--- config.mk ---
export PLATFORM = sky130hd
export DESIGN_NAME = cobra_run_ctrl
export DESIGN_NICKNAME = d
export VERILOG_FILES = /design/src/rtl/cobra_run_ctrl.sv
export SDC_FILE = /design/constraint.sdc
export NUM_CORES = 1
export LEC_CHECK = 0
export CORE_MARGIN = 2
export CORE_UTILIZATION = 40
export CTS_CLUSTER_DIAMETER = 60
export CTS_CLUSTER_SIZE = 24
export DETAILED_ROUTE_END_ITERATION = 12
export DONT_BUFFER_PORTS = 1
export MAX_ROUTING_LAYER = met4
export PLACE_DENSITY = 0.61
export REMOVE_ABC_BUFFERS = 1
export SETUP_SLACK_MARGIN = 0.4
export SYNTH_ARGS = -nofsm -noshare
export SYNTH_HDL_FRONTEND = slang
export SYNTH_SLANG_ARGS = --single-unit
--- constraint.sdc ---
create_clock -name clk_i -period 2.95 [get_ports clk_i]
set_input_delay 0.59 -clock clk_i [delete_from_list [all_inputs] [get_ports clk_i]]
set_output_delay 0.59 -clock clk_i [all_outputs]
set_load 0.01 [all_outputs]
--- src/rtl/cobra_run_ctrl.sv ---
// cobra_run_ctrl: run-control sequencer for the CYBERcobra core.
// It holds the core in reset after power-up or a restart, then gates execution
// through a one-instruction-per-cycle clock enable. It provides run, halt,
// single-step, a PC breakpoint and a saturating retired-instruction counter.
// Optional feature: define COBRA_RUN_CTRL_CYCLE_LIMIT_EN to add an enable-cycle
// budget per RUN entry. The budget auto-halts the core and sets limit_hit_o.
module cobra_run_ctrl #(
    parameter int PC_W        = 32,
    parameter int CNT_W       = 32,
    parameter int RST_CYCLES  = 4,
    parameter int CYCLE_LIMIT = 1000
) (
    input  logic             clk_i,
    input  logic             rst_i,
    input  logic             run_i,
    input  logic             halt_i,
    input  logic             step_i,
    input  logic             restart_i,
    input  logic             bp_en_i,
    input  logic [PC_W-1:0]  bp_addr_i,
    input  logic [PC_W-1:0]  pc_i,
    output logic             core_rst_o,
    output logic             core_en_o,
    output logic [1:0]       state_o,
    output logic             bp_hit_o,
`ifdef COBRA_RUN_CTRL_CYCLE_LIMIT_EN
    output logic [CNT_W-1:0] icount_o,
    output logic             limit_hit_o
`else
    output logic [CNT_W-1:0] icount_o
`endif
);

    typedef enum logic [1:0] {
        S_HOLD = 2'd0,
        S_HALT = 2'd1,
        S_RUN  = 2'd2,
        S_STEP = 2'd3
    } state_e;

    localparam int                HOLD_W    = (RST_CYCLES > 1) ? $clog2(RST_CYCLES) : 1;
    localparam logic [HOLD_W-1:0] HOLD_LAST = HOLD_W'(RST_CYCLES - 1);

    state_e            state_q, state_d;
    logic [HOLD_W-1:0] hold_q, hold_d;
    logic              skip_q, skip_d;
    logic              bp_hit_q, bp_hit_d;
    logic [CNT_W-1:0]  icount_q, icount_d;
    logic              core_rst_q;

    logic bp_cond;
    logic bp_stop;
    logic lim_stop;
    logic limit_reached;
    logic enter_exec;

    function automatic logic [CNT_W-1:0] sat_inc(input logic [CNT_W-1:0] v);
        return (&v) ? v : v + 1'b1;
    endfunction

    assign bp_cond    = bp_en_i && (pc_i == bp_addr_i);
    // A breakpoint stops RUN only when it is not the instruction being resumed from.
    assign bp_stop    = (state_q == S_RUN) && !restart_i && !halt_i && bp_cond && !skip_q;
    assign lim_stop   = (state_q == S_RUN) && !restart_i && !halt_i && !bp_stop && limit_reached;
    // HALT leaves for RUN or STEP; the sticky halt-cause flags clear on this move.
    assign enter_exec = (state_q == S_HALT) && !restart_i && !halt_i && (step_i || run_i);

    // State register plus sequencing flags, retired count and the registered core reset.
    always_ff @(posedge clk_i or negedge rst_i) begin
        if (!rst_i) begin
            state_q    <= S_HOLD;
            hold_q     <= '0;
            skip_q     <= 1'b0;
            bp_hit_q   <= 1'b0;
            icount_q   <= '0;
            core_rst_q <= 1'b1;
        end else begin
            state_q    <= state_d;
            hold_q     <= hold_d;
            skip_q     <= skip_d;
            bp_hit_q   <= bp_hit_d;
            icount_q   <= icount_d;
            core_rst_q <= (state_d == S_HOLD);
        end
    end

    // Next-state logic. Priority is restart > halt > step > run.
    always_comb begin
        state_d  = state_q;
        hold_d   = hold_q;
        skip_d   = skip_q;
        bp_hit_d = bp_hit_q;
        icount_d = core_en_o ? sat_inc(icount_q) : icount_q;
        if (restart_i) begin
            state_d  = S_HOLD;
            hold_d   = '0;
            skip_d   = 1'b0;
            bp_hit_d = 1'b0;
            icount_d = '0;
        end else begin
            unique case (state_q)
                S_HOLD: begin
                    if (hold_q == HOLD_LAST) state_d = S_HALT;
                    else                     hold_d  = hold_q + 1'b1;
                end
                S_HALT: begin
                    if (enter_exec) bp_hit_d = 1'b0;
                    if (halt_i)     state_d = S_HALT;
                    else if (step_i) state_d = S_STEP;
                    else if (run_i) begin
                        state_d = S_RUN;
                        skip_d  = 1'b1;
                    end
                end
                S_RUN: begin
                    skip_d = 1'b0;
                    if (halt_i || bp_stop || lim_stop) state_d = S_HALT;
                    if (bp_stop) bp_hit_d = 1'b1;
                end
                S_STEP:  state_d = S_HALT;
                default: state_d = S_HOLD;
            endcase
        end
    end

    // Core clock enable. It is combinational so that halt/breakpoint/restart gate the same cycle.
    always_comb begin
        core_en_o = 1'b0;
        unique case (state_q)
            S_RUN:   core_en_o = !restart_i && !halt_i && (skip_q || !bp_cond) && !limit_reached;
            S_STEP:  core_en_o = !restart_i;
            default: core_en_o = 1'b0;
        endcase
    end

`ifdef COBRA_RUN_CTRL_CYCLE_LIMIT_EN
    localparam int               BUD_W   = $clog2(CYCLE_LIMIT + 1);
    localparam logic [BUD_W-1:0] BUD_MAX = BUD_W'(CYCLE_LIMIT);

    logic [BUD_W-1:0] bud_q, bud_d;
    logic             lim_q, lim_d;

    assign limit_reached = (state_q == S_RUN) && (bud_q == BUD_MAX);

    // Budget counts enabled RUN cycles and restarts from zero whenever RUN is re-entered.
    always_comb begin
        bud_d = bud_q;
        lim_d = lim_q;
        if (restart_i) begin
            bud_d = '0;
            lim_d = 1'b0;
        end else begin
            if (state_q != S_RUN) bud_d = '0;
            else if (core_en_o)   bud_d = bud_q + 1'b1;
            if (enter_exec) lim_d = 1'b0;
            if (lim_stop)   lim_d = 1'b1;
        end
    end

    // Budget counter and sticky limit flag registers.
    always_ff @(posedge clk_i or negedge rst_i) begin
        if (!rst_i) begin
            bud_q <= '0;
            lim_q <= 1'b0;
        end else begin
            bud_q <= bud_d;
            lim_q <= lim_d;
        end
    end

    assign limit_hit_o = lim_q;
`else
    // Without the budget feature RUN never times out; the expression is always false.
    assign limit_reached = (CYCLE_LIMIT < 0);
`endif

    assign core_rst_o = core_rst_q;
    assign state_o    = state_q;
    assign bp_hit_o   = bp_hit_q;
    assign icount_o   = icount_q;

endmodule

## Word level (Yosys, flattened, before mapping)

Index checks and enable logic that the tools add are counted.

- Bits in registers: 39
- Logic and storage cells: 70
- Output and inout bits: 37
- Input port bits: 71

- Equal/unequal tests: 12
- Multiplexer cells: 23
- Reduce and logical (&&, ||, !) cells: 27
- $add $sub $neg: 2

Operator list:

| kind | number |
|---|---|
| $mux 32 | 3 |
| $add 32x1->32 const B | 1 |
| $eq 32x32->1 | 1 |
| $reduce_and 32->1 | 1 |
| $mux 2 | 9 |
| $ne 3x3->1 const B | 5 |
| $logic_and 1x1->1 | 10 |
| $pmux 2 s4 | 1 |
| $mux 1 | 7 |
| $eq 2x2->1 const B | 3 |
| $pmux 1 s2 | 3 |
| $logic_not 1->1 | 4 |
| $logic_not 2->1 | 2 |
| $ne 2x2->1 const B | 2 |
| $reduce_and 2->1 | 2 |
| $reduce_and 4->1 | 1 |
| $reduce_bool 2->1 | 2 |
| $logic_or 1x1->1 | 3 |
| $reduce_and 3->1 | 1 |
| $reduce_bool 3->1 | 1 |
| $add 2x1->2 const B | 1 |
| $eq 2x1->1 const B | 1 |

## Depth between registers and ports, before layout

Gate-level depths: netlist (run 1).

- Word-level depth: 10
- Depth in mapped cells: 9
- Mapped depth without buffers: 7

## Worst setup path after synthesis (run 1)

Ideal clock, no wire load.

- Kind: input-to-output
- From: in bp_addr_i[24]
- To: out core_en_o
- Cell stages on the path: 7
- Required time: 2.360 ns
- Slack: 0.328 ns
- Arrival: 2.032 ns
- Buffers on the path: 2
- Cells stage by stage: xor2_1 -> nor4_1 -> nand4_1 -> o41ai_4 -> buf_4 -> buf_2 -> nor2_1

- Word-level cells in the longest chain between the ends: 6

RTL lines:

| item | line | source |
|---|---|---|
| start: declaration | 20 | `input logic [PC_W-1:0] bp_addr_i,` |
| $eq 32x32->1 | 61 | `assign bp_cond = bp_en_i && (pc_i == bp_addr_i);` |
| $logic_and 1x1->1 | 61 |  |
| $logic_not 1->1 | 130 | `S_RUN: core_en_o = !restart_i && !halt_i && (skip_q \|\| !bp_cond) && !limit_reached;` |
| $logic_or 1x1->1 | 130 |  |
| $logic_and 1x1->1 | 130 |  |
| $pmux 1 s2 | 129 | `unique case (state_q)` |
| end: declaration | 23 | `output logic core_en_o,` |

No other way between the ends.

## Final worst setup path (run 1)

- From: in bp_addr_i[21]
- To: out core_en_o

Same word-level chain as after synthesis.

==> results of run 1 <==
per-stage QoR:
stage,setup slack [ns],instances
6_report,0.4999,369
2_1_floorplan,-0.4289,277
4_1_cts,0.4889,369
5_1_grt,0.3949,369
3_5_place_dp,0.3589,360
3_3_place_gp,0.3967,360
cells in the mapped netlist (all sizes together), types with 7 or more instances:
cell / number
a21oi: 24
buf: 7
clkbuf: 8
dfrtp: 38
inv: 7
mux2: 8
nand2: 13
nand3: 13
nand4: 12
nor2: 20
nor2b: 8
nor3: 10
nor4: 11
o21ai: 8
o31ai: 17
or4: 18
xor2: 32
worst reg2reg max path: stages, from the launching register on:
cell     delay, ns
dfrtp_1       0.51
nand4_4       0.19
or2_4         0.31
nor4_4        0.40
buf_4         0.22
nand4_1       0.10
nor3_1        0.18
mux2_2        0.35
path summary, 6_finish.rpt:
kind	to	slack, ns	startpoint
max in group asynchronous	icount_o[3]$_DFFE_PN0P_	2.62	rst_i
worst max register to register	icount_o[21]$_DFFE_PN0P_	0.58	icount_o[4]$_DFFE_PN0P_
min in group clk_i	icount_o[6]$_DFFE_PN0P_	0.36	restart_i
worst max-delay path	core_en_o	0.50	bp_addr_i[21]
worst min-delay path	core_rst_o$_DFF_PN1_	0.13	rst_i
worst min register to register	hold_q[1]$_DFFE_PN0P_	0.53	hold_q[1]$_DFFE_PN0P_
cell usage in the layout, fill, tap and decap left out, types with 3 or more instances in the layout:
master / instances
nor3b_1: 4
o21ai_0: 8
or3_1: 3
a21oi_1: 24
and3_1: 3
or4_1: 17
buf_4: 4
nor2b_1: 8
inv_1: 7
nand2_1: 13
clkbuf_8: 6
mux2_2: 8
xor2_1: 32
dfrtp_1: 37
nor3_1: 10
nor2_1: 19
nor4_1: 9
nand4_1: 11
o31ai_1: 17
nand3_1: 13
routing by layer:
layer	wire, µm	vias to the layer above
met2	3010	75
met1	2784	1065
met5	0	-
li1	-	1097
met3	509	4
met4	48	0
state kept, by name, indices dropped and copies added, names as in the netlist:
register	cells
core_rst_o	1
skip_q	1
state_o	2
hold_q	2
bp_hit_o	1
icount_o	32
layout make-up:
class	instances	area (µm²)	area share (%)
Multi-Input combinational cell	231	1587	54.96
Sequential cell	39	978.4	33.90
Tap cell	77	96.34	3.338
Clock buffer	6	82.58	2.861
Timing Repair Buffer	7	81.33	2.818
Clock inverter	2	35.03	1.214
Inverter	7	26.28	0.9103
logic make-up (layout without fill, tap and decap cells):
family	count (synthesis)	count (layout)
buf+inv	22	22
xor+xnor	33	33
fa+ha+maj	2	2
mux	9	9
compound gates	56	56
flops	39	39
simple gates	131	131
power breakdown:
part           internal (mW)  total, mW  leakage, nW  switching (mW)
Combinational         0.0599      0.118        0.482          0.0580
Clock                  0.274      0.465       0.0612           0.191
Sequential             0.556      0.577        0.537          0.0218
repair_timing:
action                                  in CTS  in global routing
endpoints found under the hold margin       38                  0
resized for setup                            0                  3
hold buffers                                 1                  0
endpoints found under the setup margin       0                  3
==> run summary, run 1 <==
Status: finished clean
Fin crit share: 83.06%
Compound-gate portion of the synthesized area: 13.46%
Vias per inst: 6.073
All-Layer GR Usage: 17.64%
Slowest-stage cell, CP: o41ai_4
Vias: 2241
Post-Synthesis Cells: 292
Share of layout cells above drive strength 1: 13.70%
Port Buffer Count: 0
CTS clk-pin slew, worst paths: 0.08 ns
Worst Tran Pin Value: 0.6315 ns
Final setup violation count: 0
Post-synth EDFFs: 0
Largest net degree at the start of global routing: 50
Core region area: 0.006422 mm²
Slew Viols, Final: 0
Global-route wire length before repair: 10290 µm
Top delay family on crit path: simple AND/OR/NAND/NOR gates
Clock Latency Late Sink: 0.29 ns
Die Span Y: 86.10 µm
Max-cap viol count: 0
Antenna cell count: 0
DR DRC count: 0
Adder-cell share of the synthesized area: 0.9281%
Met1 usage: 22.70%
Global-route track usage on met3: 5.294%
# rows: 29
Grt peak-use layer: met2
Synth Area in Simple Gates: 29.70%
Pwr Density: 402.1 mW/mm²
Top cells by area, synth: dfrtp_1 35%, xor2_1 10%, o31ai_1 4.7%, or4_1 4.7%, a21oi_1 4.5%
Die X: 86.10 µm
CP Data Required Time: 2.36 ns
Layout Skew: 0.01076 ns
Largest family of logic cells by synthesized area: simple AND/OR/NAND/NOR gates
Mux contribution to synthesized area: 3.712%
WP data arrival: 1.86 ns
Synth Register Bits: 39
CTS root buffer: clkbuf_8
HPWL Detailed: 4471 µm
Setup TNS: 0 ns
Crit end category: primary output
XOR/XNOR Fraction of Synth Area: 10.72%
Crit path time final: 2.450 ns
RSZ-0062 raised after global routing: no
Violation count after the first detailed-route iteration: 119
CTS tree: yes
Total Power: 1.161 mW
WS Path Type: in -> out
Syn-to-layout area delta: 7.053%
Highest clock rate: 408.1 MHz
Crit-path cells: xor2_1 -> nor4_1 -> nand3_1 -> o41ai_4 -> nor2_1
Worst VDD drop: 0.2833 mV
Routability cong.: 0.7816
Hold Vio Cnt, Final: 0
Top_reg_cell synth: dfrtp_1
Rel. slew slack: 57.51%
Crit path max fanout: 2
Syn Area/Cell: 9.234 µm²
Hold crit path type: in -> async
Mapped Area: 0.002696 mm²
Design Area, Final: 0.002887 mm²
Post-CTS setup repair buffer count: 0
WP buf/inv: 0
Lkg Pwr: 1.081 nW
Global route overflow: 0
Top-Level Pins: 108
NumNets Final: 364
Met2 Use GR: 27.48%
Async SR Flop Fraction: 100.0%
Count of cell types in the netlist: 47
CTS Sinks: 39
Starting Density: 41.98%
Drt first pass iters: 4
Initial antenna violation count: 0
DRT antenna net count: 0
CTS buffer count: 5
Post-synth top area share: 35.27%
YS warnings: 0
Wire per inst: 17.22 µm
Minimum hold slack: 0.1286 ns
Register area share after synthesis: 36.24%
Vias in the first global route: 2178
Routed WL: 6353 µm
Synth area leader: dfrtp_1
Layout Utilization: 44.94%
H-tree depth: 2
CP Launch Type: primary input
Placed Instance Area: 0.002738 mm²
Longest Clk Path Bufs: 2
Levels on crit path: 5
Die footprint: 0.007413 mm²
Fillcell total: 632
R2R depth: 7
CP max stage delay: 0.45 ns
Note: power is estimated with default switching activity, not from simulation.
==> run 2: changes to the inputs <==
Settings changed: PLACE_DENSITY 0.61 to 0.63.
Clock period 2.95 ns to 1.95 ns, I/O delays scaled along.
==> run 2 against run 1 <==
The flow now finishes with violations (negative setup slack); register-to-register slack lost 0.72 ns; clock skew is 0.0024 ns lower; worst setup slack got worse by 0.64 ns; final cell count up 21%; sequential power rose by 49%; global-route usage increased by 3.7 points; hold slack gained 0.015 ns; via count is 16% higher; sequential share of layout area down 9.3 points; routed wire length grew 25%.
==> run summary, run 2 (synthesis gave the netlist of run 1 again) <==
Worst Tran Pin Value: 0.3853 ns (-0.2462 ns)
Most frequent cells in the layout: 58 x buf_4, 38 x dfrtp_1, 29 x xor2_1
All-Layer GR Usage: 21.36% (+3.7 points)
Vias in the first global route: 2559 (+17%)
Die Span Y: 86.10 µm (unchanged)
Worst VDD drop: 0.3418 mV (+21%)
Crit end category: register
DRT antenna net count: 0 (unchanged)
Combinational Power Share: 14.6% (+4.4 points)
Max-cap viol count: 0 (unchanged)
HPWL Detailed: 5057 µm (+13%)
Port Buffer Count: 0 (unchanged)
Hold crit path type: in -> reg
CP Data Required Time: 2.17 ns (-0.19 ns)
Multi-input gate area in the final layout: 0.001969 mm² (+24%)
CTS Sinks: 39 (unchanged)
# rows: 29 (unchanged)
RSZ-0062 raised after global routing: yes
Slew Viols, Final: 0 (unchanged)
H-tree depth: 2 (unchanged)
HP Start: restart_i
Global-route wire length before repair: 12450 µm (+21%)
Status: finished, violations left
Layout Skew: 0.008346 ns (-0.002409 ns)
FF+latch area: 977.2 µm² (-0.13%)
CP Launch Type: register
Worst Slack Setup Final: -0.1447 ns (-0.6446 ns)
Net switching power: 0.4538 mW (+67%)
Core region area: 0.006422 mm² (unchanged)
WP data arrival: 2.32 ns (+0.46 ns)
Largest net degree at the start of global routing: 50 (unchanged)
Placed Cells: 418 (+16%)
Wire per inst: 17.89 µm (+3.9%)
DR DRC count: 0 (unchanged)
Clock Latency Late Sink: 0.30 ns (about the same)
Final setup violation count: 15 (+15)
Vias: 2594 (+16%)
Hold Vio Cnt, Final: 0 (unchanged)
Top-Level Pins: 108 (unchanged)
Longest Clk Path Bufs: 2 (unchanged)
Initial antenna violation count: 0 (unchanged)
Failing checks: negative setup slack
Number of flip-flops in the largest register: 32 (unchanged)
CP max stage delay: 0.42 ns (-0.03 ns)
CP Launch Point: icount_o[3]$_DFFE_PN0P_
CTS buffer count: 5 (unchanged)
Register share of total power: 46.5% (-3.2 points)
Die footprint: 0.007413 mm² (unchanged)
Vias per inst: 5.829 (-4.0%)
Routed WL: 7963 µm (+25%)
NumNets Final: 440 (+21%)
Fillcell total: 536 (-15%)
Global route overflow: 0 (unchanged)
Antenna cell count: 0 (unchanged)
Fin crit share: 107.4%
WS Path Type: reg -> reg
Pint: 1.394 mW (+57%)
Rel. slew slack: 74.11% (+17 points)
CTS root buffer: clkbuf_8
Slowest-stage cell, CP: or4_1
Starting Density: 41.98% (unchanged)
Worst slack, placed: -0.3963 ns (-0.7552 ns)
CTS clk-pin slew, worst paths: 0.08 ns (about the same)
Sw Ratio: 24.56% (+1.2 points)
Share of layout cells above drive strength 1: 46.74% (+33 points)
Crit path time final: 2.095 ns
Most common cell after layout, fill and taps aside: buf_4
Crit path max fanout: 5 (+3)
Violation count after the first detailed-route iteration: 100 (-16%)
Setup TNS: -1.133 ns (-1.133 ns)
Lkg Pwr: 1.602 nW (+48%)
Final std cells w/o fill: 445 (+21%)
Critical R2R Launch: icount_o[3]$_DFFE_PN0P_
Highest clock rate: 477.4 MHz
Routability cong.: 0.7850 (+0.44%)
CTS tree: yes
Pwr Density: 464.2 mW/mm² (+15%)
Crit-path cells: nand4_4 -> or2_4 -> nor4_4 -> buf_4 -> nand3_1 -> or4_1 -> a21oi_1
Syn-to-layout area delta: 47.61%
Die X: 86.10 µm (unchanged)
Clk pwr share: 38.9% (-1.2 points)
Drt first pass iters: 4 (unchanged)
[run 2: cell types whose count changed in the layout (fill, tap and decap cells not counted), sizes merged]
| cell | delta |
|---|---|
| buf | +73 |
| clkbuf | +2 |
| dlygate4sd3 | +1 |
[run 2: power by group through the flow]
stage               clock network, mW  logic [mW]  registers (mW)
global placement                    0       0.186           0.874
detailed placement                  0       0.194           0.876
CTS                             0.737       0.242           0.859
global route                    0.768       0.302           0.862
floorplan                           0       0.135           0.883
finish                          0.719       0.269           0.859
[run 2: critical path, delay by kind of cell, from the launching register on]
family | cells | cell delay (ns)
compound gates | 1 | 0.13
buf+inv | 1 | 0.21
flops | 1 | 0.40
simple gates | 5 | 1.28
[run 2: cell type report]
class / instances / share of cell area [%]
clock inverters: 2 / 0.8802
flip-flops and latches: 39 / 24.55
inverters: 7 / 0.6602
well taps: 77 / 2.421
clock buffers: 6 / 2.075
multi-input cells: 231 / 49.48
repair buffers: 83 / 19.93
[run 2: worst paths after layout]
kind,endpoint,slack [ns],cells after the start
hold reg to reg,hold_q[1]$_DFFE_PN0P_,0.54,2
min in group asynchronous,icount_o[1]$_DFFE_PN0P_,0.56,2
setup reg to reg,icount_o[17]$_DFFE_PN0P_,-0.14,7
max in group asynchronous,core_rst_o$_DFF_PN1_,1.14,2
setup / recovery,icount_o[17]$_DFFE_PN0P_,-0.14,7
hold / removal,icount_o[10]$_DFFE_PN0P_,0.14,1
[run 2: per-layer routing]
layer / share of wire, % / vias to the layer above / track usage (%)
met3: 6.1 / 5 / 5.101
li1: - / 1238 / -
met5: 0 / - / -
met2: 51 / 75 / 35.45
met4: 0.78 / 0 / 4.618
met1: 42 / 1276 / 26.49
[run 2: repair_timing]
| action | in CTS | in global routing |
|---|---|---|
| pin swaps | 18 | 33 |
| gates resized for setup | 41 | 65 |
| hold buffers | 2 | 0 |
| setup buffers | 11 | 3 |
| endpoints found under the setup margin | 33 | 36 |
| endpoints found under the hold margin | 39 | 0 |
| gates cloned | 1 | 2 |
[run 2: metrics by stage]
step	total power, mW	utilization, %	cell area, µm²	hold slack [ns]
after floorplan	1.018	-	2581	0.09441
after global placement	1.061	49.41	3173	0.09545
after detailed placement	1.070	49.41	3173	0.09541
after CTS	1.838	56.07	3601	0.1387
after global routing	1.933	61.97	3980	0.1310
final	1.847	61.97	3980	0.1432
==> run 3: changes to the inputs <==
Settings changed: CTS_CLUSTER_SIZE 24 to 14, GPL_TIMING_DRIVEN set to 0, HOLD_SLACK_MARGIN set to 0.05.
==> run 3 against run 2 <==
The run still ends with negative setup slack left; first-iteration DRC count grew 18%; via count shrank 1.9%; count of clock-buffer cells in the layout increased by 2; routed wire length grew 0.75%; highest routed layer unchanged.
==> run summary, run 3 (synthesis gave the netlist of run 1 again) <==
Port Buffer Count: 0 (unchanged)
WS Path Type: reg -> reg
Design Area, Final: 0.003796 mm² (-4.6%)
Worst Slack Setup Final: -0.2729 ns (-0.1282 ns)
Top-Level Pins: 108 (unchanged)
Initial antenna violation count: 0 (unchanged)
Largest net degree at the start of global routing: 50 (unchanged)
Die footprint: 0.007413 mm² (unchanged)
Minimum hold slack: 0.1413 ns (-0.001817 ns)
Most common cell after layout, fill and taps aside: xor2_1
RSZ-0062 raised after global routing: yes
CTS tree: yes
Placed Instance Area: 0.002745 mm² (-13%)
Worst VDD drop: 0.2623 mV (-23%)
Fillcell total: 538 (+0.37%)
Highest clock rate: 449.9 MHz (-5.8%)
Placed Cells: 358 (-14%)
CTS root buffer: clkbuf_8
Crit path max fanout: 13 (+8)
HPWL Detailed: 4435 µm (-12%)
Crit-path cells: nand3_2 -> nor4_4 -> nand3_4 -> nor2_4 -> clkbuf_16 -> and4bb_2 -> mux2_2
Hold crit path type: in -> reg
Crit path time final: 2.223 ns (+0.1282 ns)
Die Span Y: 86.10 µm (unchanged)
DRT antenna net count: 0 (unchanged)
Core region area: 0.006422 mm² (unchanged)
CP Data Required Time: 2.14 ns (-0.03 ns)
H-tree depth: 2 (unchanged)
NumNets Final: 404 (-8.2%)
Worst slack, placed: -0.7472 ns (-0.3509 ns)
Routed WL: 8023 µm (+0.75%)
Layout Utilization: 59.11% (-2.9 points)
# rows: 29 (unchanged)
Slew Viols, Final: 0 (unchanged)
Vias: 2546 (-1.9%)
Drt first pass iters: 4 (unchanged)
CTS Sinks: 39 (unchanged)
Slowest-stage cell, CP: dfrtp_2
Antenna cell count: 0 (unchanged)
All-Layer GR Usage: 19.42% (-1.9 points)
Total Power: 1.726 mW (-6.6%)
Max-cap viol count: 0 (unchanged)
Global-route wire length before repair: 11320 µm (-9.1%)
CTS clk-pin slew, worst paths: 0.08 ns (about the same)
Violation count after the first detailed-route iteration: 118 (+18%)
Layout Skew: 0.003682 ns (-0.004665 ns)
Rel. slew slack: 74.05% (about the same)
Number of flip-flops in the largest register: 32 (unchanged)
CP Launch Type: register
Multi-input gate area in the final layout: 0.001992 mm² (+1.1%)
Final setup violation count: 32 (+17)
Hold Vio Cnt, Final: 0 (unchanged)
Vias in the first global route: 2384 (-6.8%)
Longest Clk Path Bufs: 2 (unchanged)
Final std cells w/o fill: 409 (-8.1%)
Syn-to-layout area delta: 40.79%
CP max stage delay: 0.46 ns (+0.04 ns)
Routability cong.: 0.7467 (-4.9%)
Worst hold path depth: 1 (unchanged)
Pwr Density: 454.7 mW/mm² (-2.0%)
Vias per inst: 6.225 (+6.8%)
CTS buffer count: 5 (unchanged)
WP data arrival: 2.41 ns (+0.09 ns)
Worst Tran Pin Value: 0.3863 ns (+0.0009338 ns)
Worst R2R Setup Slack: -0.27 ns (-0.13 ns)
Failing checks: negative setup slack
Die X: 86.10 µm (unchanged)
Status: finished, violations left
Clock Latency Late Sink: 0.29 ns (about the same)
DR DRC count: 0 (unchanged)
Crit end category: register
Starting Density: 41.98% (unchanged)
Fin crit share: 114.0% (+6.6 points)
Wire per inst: 19.62 µm (+9.6%)
Lkg Pwr: 1.431 nW (-11%)
FF+latch area: 0.001001 mm² (+2.4%)
Setup TNS: -4.319 ns (-3.185 ns)
R2R depth: 7 (unchanged)
Global route overflow: 0 (unchanged)
Most frequent cells in the layout: 31 x xor2_1, 25 x buf_4, 19 x dfrtp_1, 19 x dfrtp_2
Share of layout cells above drive strength 1: 48.49% (+1.8 points)
run 3: cell count changes in the layout (fill, tap and decap cells not counted), moves of 6 or more:
cell,before,now
buf_4,58,25
dfrtp_2,0,19
or4_4,8,14
dfrtp_1,38,19
buf_6,14,8
or4_1,10,4
run 3: worst paths after layout:
| check | from | end |
|---|---|---|
| max reg2reg | icount_o[11]$_DFFE_PN0P_ | icount_o[19]$_DFFE_PN0P_ |
| max in group asynchronous | rst_i | core_rst_o$_DFF_PN1_ |
| min | restart_i | icount_o[6]$_DFFE_PN0P_ |
| min in group asynchronous | rst_i | icount_o[3]$_DFFE_PN0P_ |
| max | icount_o[11]$_DFFE_PN0P_ | icount_o[19]$_DFFE_PN0P_ |
| min reg2reg | hold_q[1]$_DFFE_PN0P_ | hold_q[1]$_DFFE_PN0P_ |
run 3: area by class of cell:
cell class              count  share of cell area (%)
multi-input cells         231                   52.47
inverters                   7                  0.6922
well taps                  77                   2.538
repair buffers             47                   15.29
clock buffers               8                   2.637
flip-flops and latches     39                   26.37
run 3: worst max-delay path, delay by kind of cell, from the launching register on:
family | cells | cell delay [ns]
buffers and inverters | 1 | 0.22
and+or+nand+nor | 5 | 1.17
muxes | 1 | 0.26
DFF | 1 | 0.46
run 3: what timing repair did:
action                                 in CTS  in global routing
setup buffers                              19                 15
setup endpoints to repair                  33                 35
gates cloned                                3                  4
endpoints found under the hold margin      39                  0
pin swaps                                  21                 30
resized for setup                          54                 77
hold buffers                                2                  0
run 3: layer usage:
metal	global-route usage, %	share of wire (%)
met1	23.08	40
met2	31.85	51
met3	5.679	7.5
met4	5.772	1.5
met5	-	0
run 3: power breakdown:
group | internal [mW] | switching [mW] | total, mW | leakage, nW
logic | 0.126 | 0.107 | 0.233 | 0.872
registers | 0.842 | 0.0347 | 0.877 | 0.507
clock network | 0.323 | 0.293 | 0.617 | 0.0515
